$ cat config.mk
export PLATFORM = sky130hd
export DESIGN_NAME = phy_tx_lane_serializer
export DESIGN_NICKNAME = d
export VERILOG_FILES = /design/src/rtl/phy_tx_lane_serializer.sv
export SDC_FILE = /design/constraint.sdc
export NUM_CORES = 1
export LEC_CHECK = 0
export ABC_CLOCK_PERIOD_IN_PS = 5800
export CAP_MARGIN = 10
export CORE_MARGIN = 10
export CORE_UTILIZATION = 50
export CTS_CLUSTER_SIZE = 10
export DETAILED_ROUTE_END_ITERATION = 16
export HOLD_SLACK_MARGIN = 0.12
export PLACE_DENSITY = 0.76
export SLEW_MARGIN = 20
export SYNTH_ARGS = -nofsm -noshare
export SYNTH_HDL_FRONTEND = slang
export SYNTH_SLANG_ARGS = --single-unit
$ cat constraint.sdc
create_clock -name clk_32f -period 5.8 [get_ports clk_32f]
set_input_delay 0.58 -clock clk_32f [delete_from_list [all_inputs] [get_ports clk_32f]]
set_output_delay 0.58 -clock clk_32f [all_outputs]
set_load 0.01 [all_outputs]
$ cat src/rtl/phy_tx_lane_serializer.sv
// Four-lane byte-striping transmit serializer: one frame = lane0..lane3 bytes, MSB first.
// A 5-bit counter provides the frame/byte timing; an FSM chooses COM training or lane data.
module phy_tx_lane_serializer #(
  parameter logic [7:0]  COM_BYTE  = 8'hBC,
  parameter logic [7:0]  IDLE_BYTE = 8'h7C,
  parameter int unsigned MIN_COM   = 4
) (
  input  logic       clk_32f,
  input  logic       reset,
  input  logic [7:0] in0,
  input  logic [7:0] in1,
  input  logic [7:0] in2,
  input  logic [7:0] in3,
  input  logic       valid0,
  input  logic       valid1,
  input  logic       valid2,
  input  logic       valid3,
  input  logic       rx_active,
  output logic       data_out,
  output logic       frame_strb,
  output logic       tx_active
);

  typedef enum logic {TRAIN, ACTIVE} state_t;

  localparam logic [8:0] MIN_COM_W = 9'(MIN_COM);

  logic [4:0] cnt;
  logic [7:0] shift;
  state_t     state;
  state_t     next_state;
  logic [7:0] com_cnt;
  logic [7:0] hold1, hold2, hold3;
  logic       hold_v1, hold_v2, hold_v3;
  logic       frame_end;
  logic       byte_end;
  logic [8:0] com_sent;
  logic [7:0] next_byte;

  assign frame_end  = (cnt == 5'd31);
  assign byte_end   = (cnt[2:0] == 3'd7);
  assign frame_strb = frame_end;
  assign data_out   = shift[7];
  assign tx_active  = (state == ACTIVE);

  // The COM byte finishing on the boundary edge already counts as sent.
  assign com_sent = {1'b0, com_cnt} + 9'd1;

  always_comb begin
    next_state = state;
    if (frame_end) begin
      case (state)
        TRAIN:   if (rx_active && (com_sent >= MIN_COM_W)) next_state = ACTIVE;
        ACTIVE:  if (!rx_active) next_state = TRAIN;
        default: next_state = TRAIN;
      endcase
    end
  end

  // Lane0 comes from the live inputs under next_state; lanes 1-3 from the hold registers.
  always_comb begin
    next_byte = COM_BYTE;
    if (frame_end) begin
      if (next_state == ACTIVE) next_byte = valid0 ? in0 : IDLE_BYTE;
    end else if (state == ACTIVE) begin
      case (cnt[4:3])
        2'd0:    next_byte = hold_v1 ? hold1 : IDLE_BYTE;
        2'd1:    next_byte = hold_v2 ? hold2 : IDLE_BYTE;
        default: next_byte = hold_v3 ? hold3 : IDLE_BYTE;
      endcase
    end
  end

  always_ff @(posedge clk_32f or posedge reset) begin
    if (reset) begin
      cnt     <= 5'd0;
      shift   <= COM_BYTE;
      state   <= TRAIN;
      com_cnt <= 8'd0;
      hold1   <= 8'd0;
      hold2   <= 8'd0;
      hold3   <= 8'd0;
      hold_v1 <= 1'b0;
      hold_v2 <= 1'b0;
      hold_v3 <= 1'b0;
    end else begin
      cnt   <= cnt + 5'd1;
      state <= next_state;
      if (byte_end) shift <= next_byte;
      else          shift <= {shift[6:0], 1'b0};
      if (frame_end) begin
        hold1   <= in1;
        hold2   <= in2;
        hold3   <= in3;
        hold_v1 <= valid1;
        hold_v2 <= valid2;
        hold_v3 <= valid3;
      end
      if (frame_end && (state == ACTIVE) && !rx_active)
        com_cnt <= 8'd0;
      else if ((state == TRAIN) && byte_end && (com_cnt != 8'd255))
        com_cnt <= com_cnt + 8'd1;
    end
  end

endmodule

; ---- After elaboration in Yosys (flattened, before gate mapping)
; Cells that the tools add are included.
[classes]
n_shift = 0
reduce_logical = 8
add_sub_neg = 3
n_mux = 15
div = 0
multipliers = 0
n_bitwise = 1
order_cmp = 1
n_eq_ne = 4
[op_table]
columns = op, count
row1 = 8-bit 2-to-1 mux, 10
row2 = 8-bit one-hot mux with 2 select lines, 1
row3 = "8-bit by 1-bit adder with 9-bit output, second input constant", 1
row4 = "9-bit by 3-bit >= comparator with 1-bit output, second input constant", 1
row5 = "8-bit by 1-bit adder with 8-bit output, second input constant", 1
row6 = "8-bit != test, second input constant", 1
row7 = "5-bit by 1-bit adder with 5-bit output, second input constant", 1
row8 = "5-bit == test, second input constant", 1
row9 = 1-bit logical AND, 5
row10 = "3-bit == test, second input constant", 1
row11 = 1-bit 2-to-1 mux, 3
row12 = "2-bit by 1-bit == test with 1-bit output, second input constant", 1
row13 = 2-bit logical NOT, 1
row14 = 1-bit one-hot mux with 2 select lines, 1
row15 = 2-bit nonzero test, 1
row16 = 1-bit logical NOT, 1
row17 = 1-bit inverter, 1
[totals]
ram_bits = 0
mem_count = 0
out_inout_bits = 3
wordCells = 42
register_bits = 49
rom_bits = 0
latchBits = 0

; ---- Depth between registers and ports, before layout
; Gate-level depths: netlist of the first run.
[depth]
depth_word = 9
ltp_mapped = 8
mapped_depth_nobuf = 8

; ---- Least setup slack after synthesis of the first run
; No wires, ideal clock.
[synth_timing]
path_type = reg-to-reg
startpoint = register com_cnt[0]
endpoint = register shift[1]
path_buffers = 2
arrival_ns = 1.879
period_less_slack_ns = 2.025
path_stages_with_launch = 9
setup_slack_ns = 3.775
path_cell_list = dfrtp_1 > ha_1 > buf_6 > and3_1 > buf_6 > a21o_1 > a221o_1 > a211oi_4 > a311oi_1
[synth_between]
elab_chain_len = 9
[synth_lines]
columns = element, line
row1 = "start, declared", 32  ; logic [7:0] com_cnt;
row2 = "start signal, assigned", 102  ; com_cnt <= com_cnt + 8'd1;
row3 = 8-bit by 1-bit adder with 9-bit output, 47  ; assign com_sent = {1'b0, com_cnt} + 9'd1;
row4 = 9-bit by 3-bit >= comparator with 1-bit output, 53  ; TRAIN: if (rx_active && (com_sent >= MIN_COM_W)) next_state = ACTIVE;
row5 = 1-bit logical AND, 53
row6 = 1-bit 2-to-1 mux, 53
row7 = 1-bit one-hot mux with 2 select lines, 52  ; case (state)
row8 = 1-bit 2-to-1 mux, 51  ; if (frame_end) begin
row9 = 8-bit 2-to-1 mux, 64  ; if (next_state == ACTIVE) next_byte = valid0 ? in0 : IDLE_BYTE;
row10 = 8-bit 2-to-1 mux, 63  ; if (frame_end) begin
row11 = 8-bit 2-to-1 mux, 89  ; if (byte_end) shift <= next_byte;
row12 = "end signal, assigned", 89
row13 = "end signal, assigned", 90  ; else shift <= {shift[6:0], 1'b0};
row14 = "end, declared", 29  ; logic [7:0] shift;
; Every way passes these cells.
; A chain may end at the register's enable or synchronous reset.

; ---- Worst setup path after layout of the first run
[layout_timing]
startpoint = register cnt[4]
endpoint = output port frame_strb
[layout_between]
elab_chain_len = 1
[layout_lines]
columns = element, line
row1 = "start, declared", 28  ; logic [4:0] cnt;
row2 = "start signal, assigned", 87  ; cnt <= cnt + 5'd1;
row3 = 5-bit == test, 40  ; assign frame_end = (cnt == 5'd31);
row4 = "end, declared", 20  ; output logic frame_strb,
; Every way passes these cells.

==> flow_summary.ini, run 1 <==
[run_status]
status = completed

[worst_setup_path]
cp-end-kind = output port
start_kind = register
crit_family = buffers and inverters
cp.arrival_ns = 2.57
slowest_delay_ns = 0.67
critPathBufInv = 2
cp.required_ns = 5.22
path_cells = ha_1 > buf_4 > clkdlybuf4s50_1
critPathKind = register to output port
path_max_fanout = 20
cp_slowest_cell = dfrtp_1

[cts]
clockBufferDepth = 2
clk_pin_slew_worst_paths_ns = 0.08
clock_sinks = 49
clkLatencyLatePin_ns = 0.30
post_cts_buffers = 0
cts-htree-levels = 2
cts_tree = done
numCtsBuffers = 5
hold_buffers = 0
cts_resized = 0
cts_root_buf = clkbuf_8

[sta]
rsz0062_at_grt = false
max_freq_ghz = 0.317
fin_skew_ns = 0.0110
maxSlewHeadroom = 0.447
period_share = 0.544
hold_violations = 0
post-route-min-period_ns = 3.15
worst_pin_slew_ns = 0.829
fin_setup_tns_ns = 0
final-max-slew-violation-count = 0
finalSetupViolations = 0

[global_routing]
antenna_found_initial = 0
grt_pass1_wl_um = 8830
overflow = 0
grt_pass1_vias = 1834
grt_usage = 0.129
grt_max_degree = 50

[min_path]
hp-class = register to register

[synth]
synth_cell_type_count = 48
synth_ff_type = dfrtp_1
syn_area_um2 = 2450
syn_area_per_cell_um2 = 11.1
synth_seq_cells = 49
ys_seq_area_frac = 0.503
yosysWarnings = 0
synth_top_area_share = 0.449
synth_common_cells = dfrtp_1, mux2_2, o21ai_0
synth-edff-count = 0
ys_top_cells_by_area = dfrtp_1, mux2_2, dfstp_2, o21ai_0, ha_1
synth_fp_nets = 264
synthCells = 220
yosysMostFrequentCell = dfrtp_1
synth_largest_area_cell = dfrtp_1
synthArstFlopShare = 1.00

[floorplanning]
die_h_um = 90.0
io-pin-count = 42
rows = 25
die_w_um = 90.0
dieArea_um2 = 8100
core-area_um2 = 4720
initial_core_util = 0.519

[placed_design]
hpwl_um = 3780
postPlaceCellArea_um2 = 2870
portBuffers = 41
gp_congestion = 0.808

[detailed_routing]
wl_um = 5140
wl_per_cell_um = 15.9
route.vias.total = 1808
antenna_left = 0
drtIter0Drc = 167
firstDrtPassIters = 4
drc = 0
viasPerCell = 5.58

[power_and_ir_drop]
ir_drop_v = 0.000134
p_per_area_nw_per_um2 = 242
p_leak_uw = 0.00120

[finish]
stdcell_area_um2 = 2990
n_antenna_cell = 0
drive_above_1_share = 0.183
syn_to_final_growth_pct = 21.8
fillCellCount = 379
nets = 300

[flow_run]
drv_cap = 0
## final cells by class
cell class                      instances  area (µm²)  area share
Tap cell                               67        83.8      0.0281
Clock inverter                          2        38.8      0.0130
Sequential cell                        49        1230       0.413
Inverter                                7        27.5     0.00922
Clock buffer                            6        72.6      0.0243
Timing Repair Buffer                   42         418       0.140
Multi-Input combinational cell        151        1110       0.373
## where the power goes
group	switching, µW	internal [µW]
Combinational	37.5	53.6
Sequential	22.4	364
Clock	114	130
## cells in the final DEF, fill, tap and decap left out, types with 2 or more instances in the layout
cell type	Yosys	final
a211o_1	2	2
a21oi_1	4	4
a221o_1	3	3
a311oi_1	2	2
a32oi_1	2	2
a41o_2	2	2
and2_1	3	3
and3_1	2	2
and3b_1	2	2
clkbuf_8	0	5
clkdlybuf4s50_1	0	41
dfrtp_1	44	44
dfstp_2	5	5
ha_1	5	5
inv_1	7	6
mux2_2	25	25
nand2_1	11	11
nand2b_1	3	3
nand3_1	11	11
nand3b_1	5	5
nor2_1	11	11
nor2b_1	6	6
nor3_1	2	2
o21ai_0	23	23
o22a_1	2	2
o31ai_1	3	3
xnor2_1	2	2
## layer usage
metal	GRT usage	wire length [µm]	vias to the layer above
met3	0.0291	229	6
met1	0.174	2510	875
met4	0.0358	59	0
met5	0	0	-
met2	0.202	2350	51
li1	-	-	876
## cells by family (layout without fill, tap and decap cells)
family	after synthesis	count (layout)	share of synthesized area
and+or+nand+nor	63	63	0.141
AOI/OAI and AO/OA	56	56	0.166
DFF	49	49	0.503
muxes	25	25	0.115
buffers and inverters	20	57	0.0429
adders and majority gates	5	5	0.0255
xor gates and xnor gates	2	2	0.00715
## sequential cells by signal (all words and copies together), names as in the netlist
register	count
cnt	5
com_cnt	8
tx_active	1
hold3	8
hold2	8
shift	8
hold_v3	1
hold_v1	1
hold_v2	1
hold1	8
## path summary, 6_finish.rpt
| path | from | to | slack (ns) | cells after the start |
|---|---|---|---|---|
| max in group asynchronous | reset | cnt[4] | 4.58 | 2 |
| hold reg to reg | cnt[0] | cnt[0] | 0.46 | 1 |
| setup / recovery | cnt[4] | frame_strb | 2.65 | 3 |
| setup reg to reg | cnt[4] | shift[2] | 3.18 | 7 |
| min in group asynchronous | reset | hold2[0] | 0.73 | 2 |
| hold / removal | cnt[0] | cnt[0] | 0.46 | 1 |
## metrics by stage
step                      hold WS, ns  cells   util  power (µW)  setup slack, ns
after global routing            0.506    324  0.632         753             2.48
after global placement          0.436    316  0.608         483             3.00
after CTS                       0.466    324  0.632         727             2.60
final                           0.462    324  0.632         722             2.65
after floorplan                 0.422    220      -         444             3.78
after detailed placement        0.447    316  0.608         485             2.96
Power figures use the tool's default switching activity.
==> run 2, diff against run 1 <==
--- a/config.mk
+++ b/config.mk
@@ -5,7 +5,7 @@
 export SDC_FILE = /design/constraint.sdc
 export NUM_CORES = 1
 export LEC_CHECK = 0
-export ABC_CLOCK_PERIOD_IN_PS = 5800
+export ABC_CLOCK_PERIOD_IN_PS = 3000
 export CAP_MARGIN = 10
 export CORE_MARGIN = 10
 export CORE_UTILIZATION = 50
==> constraint.sdc (replaced) <==
create_clock -name clk_32f -period 3 [get_ports clk_32f]
set_input_delay 0.3 -clock clk_32f [delete_from_list [all_inputs] [get_ports clk_32f]]
set_output_delay 0.3 -clock clk_32f [all_outputs]
set_load 0.01 [all_outputs]
==> flow_summary.ini, run 2 (synthesis gave the netlist of run 1 again) <==
[run_status]
status = completed

[sta]
final-max-slew-violation-count = 0
period_share = 0.813
finalSetupViolations = 0
fin_setup_tns_ns = 0
rsz0062_at_grt = false
worst_pin_slew_ns = 0.823
post-route-min-period_ns = 2.44
max_freq_ghz = 0.410
maxSlewHeadroom = 0.450
fin_skew_ns = 0.00916
hold_violations = 0

[finish]
final_common_cell = dfrtp_1
final_cell_mix = dfrtp_1, clkdlybuf4s50_1, mux2_2
syn_to_final_growth_pct = 22.4
nets = 301
drive_above_1_share = 0.190
n_antenna_cell = 0

[worst_setup_path]
ff2ff_setup_slack_ns = 0.59
path_cells = and3_1 > ha_1 > buf_4 > clkdlybuf4s50_1
cp.required_ns = 2.70
critPathKind = register to output port
start_kind = register
cp_slowest_cell = dfrtp_1
cp-end-kind = output port
endpoint = frame_strb
regToRegEndpoint = com_cnt[6]
path_max_fanout = 19
regToRegStartpoint = cnt[0]
slowest_delay_ns = 0.59
cp.arrival_ns = 2.14
r2r_cells = 7
crit_path_start = cnt[3]

[placed_design]
gp_congestion = 0.880
hpwl_um = 3830
portBuffers = 41

[cts]
clk_pin_slew_worst_paths_ns = 0.09
numCtsBuffers = 5
hold_buffers = 0
clockBufferDepth = 2
post_cts_buffers = 0
clkLatencyLatePin_ns = 0.30
cts_tree = done
cts_resized = 0
cts_root_buf = clkbuf_8
clock_sinks = 49
cts-htree-levels = 2

[detailed_routing]
wl_um = 5290
viasPerCell = 5.58
drtIter0Drc = 107
firstDrtPassIters = 4
antenna_left = 0
wl_per_cell_um = 16.3
route.vias.total = 1814
drc = 0

[floorplanning]
io-pin-count = 42
dieArea_um2 = 8100
initial_core_util = 0.519
die_w_um = 90.0
rows = 25
die_h_um = 90.0
core-area_um2 = 4720

[global_routing]
grt_max_degree = 50
grt_pass1_vias = 1908
grt_usage = 0.136
antenna_found_initial = 0
grt_pass1_wl_um = 9360
overflow = 0

[min_path]
hp-class = input pin to asynchronous set/reset pin

[power_and_ir_drop]
p_leak_uw = 0.00121
ir_drop_v = 0.000281
p_per_area_nw_per_um2 = 472
finalPower_uw = 1420

[flow_run]
drv_cap = 0
run 2: worst max-delay path: cells and delay by family, from the launching register on:
family                   cells  cell delay, ns
AND/OR/NAND/NOR              1            0.23
buffers and inverters        2            0.84
adder cells (fa/ha/maj)      1            0.17
flip-flops                   1            0.59
run 2: how the worst min path moves through the flow:
stage	start	to	slack (ns)	cells past startpoint
after detailed placement	cnt[0]	cnt[0]	0.44	1
after global routing	cnt[0]	cnt[0]	0.51	1
after CTS	cnt[0]	cnt[0]	0.46	1
after floorplan	in2[7]	hold2[7]	0.42	2
after global placement	cnt[0]	cnt[0]	0.44	1
final	reset	hold1[6]	0.45	2
run 2: power breakdown:
group / switching, µW / leakage, µW / total [µW] / internal [µW]
sequential: 43.7 / 0.000577 / 748 / 705
combinational: 74.7 / 0.000572 / 179 / 104
clock: 235 / 0.0000591 / 490 / 255
total: 354 / 0.00121 / 1420 / 1060
run 2: cell type report:
class | instances | area [µm²]
Fill cell | 382 | 1720
Sequential cell | 49 | 1230
Multi-Input combinational cell | 151 | 1110
Timing Repair Buffer | 43 | 425
Tap cell | 67 | 83.8
Clock buffer | 5 | 68.8
Clock inverter | 3 | 47.5
Inverter | 7 | 27.5
run 2: through the flow:
| stage | cells | setup slack [ns] | cell area (µm²) | util | hold slack (ns) |
|---|---|---|---|---|---|
| 3_5_place_dp | 317 | 0.631 | 2880 | 0.610 | 0.445 |
| 3_3_place_gp | 317 | 0.722 | 2880 | 0.610 | 0.436 |
| 6_report | 325 | 0.561 | 3000 | 0.635 | 0.447 |
| 4_1_cts | 325 | 0.537 | 3000 | 0.635 | 0.458 |
| 2_1_floorplan | 220 | 0.975 | 2450 | - | 0.421 |
| 5_1_grt | 325 | 0.247 | 3000 | 0.635 | 0.508 |
run 2: layer usage:
metal  GRT usage  wire length (µm)  part of all wire  up-vias
met5           0                 0                 0        -
met4      0.0358                43            0.0081        0
met3      0.0324               209             0.040        4
met2       0.209              2480              0.47       47
met1       0.187              2550              0.48      886
li1            -                 -                 -      877
==> run 3, diff against run 2 <==
--- a/config.mk
+++ b/config.mk
@@ -5,14 +5,14 @@
 export SDC_FILE = /design/constraint.sdc
 export NUM_CORES = 1
 export LEC_CHECK = 0
-export ABC_CLOCK_PERIOD_IN_PS = 3000
+export ABC_CLOCK_PERIOD_IN_PS = 2000
 export CAP_MARGIN = 10
 export CORE_MARGIN = 10
-export CORE_UTILIZATION = 50
+export CORE_UTILIZATION = 47
 export CTS_CLUSTER_SIZE = 10
 export DETAILED_ROUTE_END_ITERATION = 16
 export HOLD_SLACK_MARGIN = 0.12
-export PLACE_DENSITY = 0.76
+export PLACE_DENSITY = 0.75
 export SLEW_MARGIN = 20
 export SYNTH_ARGS = -nofsm -noshare
 export SYNTH_HDL_FRONTEND = slang
==> constraint.sdc (replaced) <==
create_clock -name clk_32f -period 2 [get_ports clk_32f]
set_input_delay 0.2 -clock clk_32f [delete_from_list [all_inputs] [get_ports clk_32f]]
set_output_delay 0.2 -clock clk_32f [all_outputs]
set_load 0.01 [all_outputs]
==> flow_summary.ini, run 3 (synthesis gave the netlist of run 1 again) <==
[run_status]
status = completed

[cts]
clock_sinks = 49
clkLatencyLatePin_ns = 0.30
post_cts_buffers = 0
cts_root_buf = clkbuf_8
clk_pin_slew_worst_paths_ns = 0.09
numCtsBuffers = 5
hold_buffers = 0
clockBufferDepth = 2
cts-htree-levels = 2
cts_tree = done

[worst_setup_path]
start_kind = register
cp-end-kind = register
path_max_fanout = 4
critPathKind = register to register
cp.arrival_ns = 2.01
cp.required_ns = 2.16

[detailed_routing]
antenna_left = 0
drc = 0
met1Wirelength_um = 2650
route.vias.total = 1859
wl_um = 5460
met3WireLength_um = 262
top_layer_used = met4
drtIter0Drc = 50
viasPerCell = 5.42
firstDrtPassIters = 4
wl_per_cell_um = 15.9
routed-wl-met2_um = 2450

[floorplanning]
rows = 26
core-area_um2 = 5070
dieArea_um2 = 8500
initial_core_util = 0.483
io-pin-count = 42
die_h_um = 92.2
die_w_um = 92.2

[global_routing]
grt_max_degree = 32
overflow = 0
grt_pass1_vias = 1936
grt_usage = 0.136
antenna_found_initial = 0
grt_pass1_wl_um = 9450

[finish]
stdcell_area_um2 = 3120
final_util = 0.615
syn_to_final_growth_pct = 27.3
nets = 316
final_cell_mix = dfrtp_1, clkdlybuf4s50_1, mux2_2
n_antenna_cell = 0
drive_above_1_share = 0.249
fillCellCount = 432
final_common_cell = dfrtp_1

[sta]
maxSlewHeadroom = 0.726
max_freq_ghz = 0.541
hold_ws_ns = 0.199
period_share = 0.925
post-route-min-period_ns = 1.85
fin_ws_ns = 0.151
worst_pin_slew_ns = 0.410
finalSetupViolations = 0
final-max-slew-violation-count = 0
hold_violations = 0
fin_setup_tns_ns = 0
fin_skew_ns = 0.00896
rsz0062_at_grt = false

[placed_design]
portBuffers = 41
gp_congestion = 0.873
hpwl_um = 4100
postPlaceCellArea_um2 = 3010
pre_cts_slack_ns = 0.139

[power_and_ir_drop]
ir_drop_v = 0.000374
p_leak_uw = 0.00129
p_per_area_nw_per_um2 = 659

[min_path]
hp-class = input pin to asynchronous set/reset pin

[flow_run]
drv_cap = 0
[run 3: cell count changes in the layout (fill, tap and decap cells not counted), sizes merged]
cell | previous run | this run
bufinv | 1 | 0
dlygate4sd2 | 0 | 1
clkbuf | 5 | 7
inv | 8 | 7
clkdlybuf4s50 | 41 | 40
buf | 2 | 17
[run 3: critical path: stages, from the launching register on]
cell      delay (ns)
dfrtp_1         0.39
ha_1            0.20
and3_1          0.22
a21o_1          0.17
a221o_1         0.37
a21oi_2         0.20
o221ai_1        0.15
[run 3: area by class of cell]
class | instances | area [µm²] | share of cell area
clock buffer | 7 | 96.3 | 0.0309
clock inverter | 1 | 5.00 | 0.00160
inverter | 7 | 26.3 | 0.00842
multi-input combinational | 151 | 1120 | 0.360
sequential | 49 | 1230 | 0.395
tap | 70 | 87.6 | 0.0281
timing repair buffer | 58 | 549 | 0.176
[run 3: stage by stage]
step	cells	power [µW]
CTS	343	2080
detailed placement	335	1440
global route	343	2180
finish	343	2060
global placement	335	1440
floorplan	220	1290
[run 3: what timing repair did]
item,in CTS,in global routing
pin swaps,0,0
setup endpoints to repair,1,10
gates resized for setup,1,4
[run 3: layer usage]
metal / vias up / global-route usage
met5: - / 0
met4: 0 / 0.0514
met3: 10 / 0.0383
met2: 48 / 0.204
met1: 893 / 0.183
li1: 908 / -
[run 3: worst paths after layout]
kind	startpoint	endpoint	slack, ns	depth (start not counted)
min in group clk_32f	cnt[0]	cnt[0]	0.45	1
hold / removal	reset	hold2[6]	0.20	2
setup reg to reg	com_cnt[0]	shift[6]	0.15	6
hold reg to reg	cnt[0]	cnt[0]	0.45	1
max in group asynchronous	reset	shift[5]	1.23	3
setup / recovery	com_cnt[0]	shift[6]	0.15	6
[run 3: power by group]
group	leakage, µW	internal (µW)	total (µW)	switching (µW)
Clock	0.0000542	313	634	321
Sequential	0.000577	1060	1110	53.9
Combinational	0.000657	184	313	130
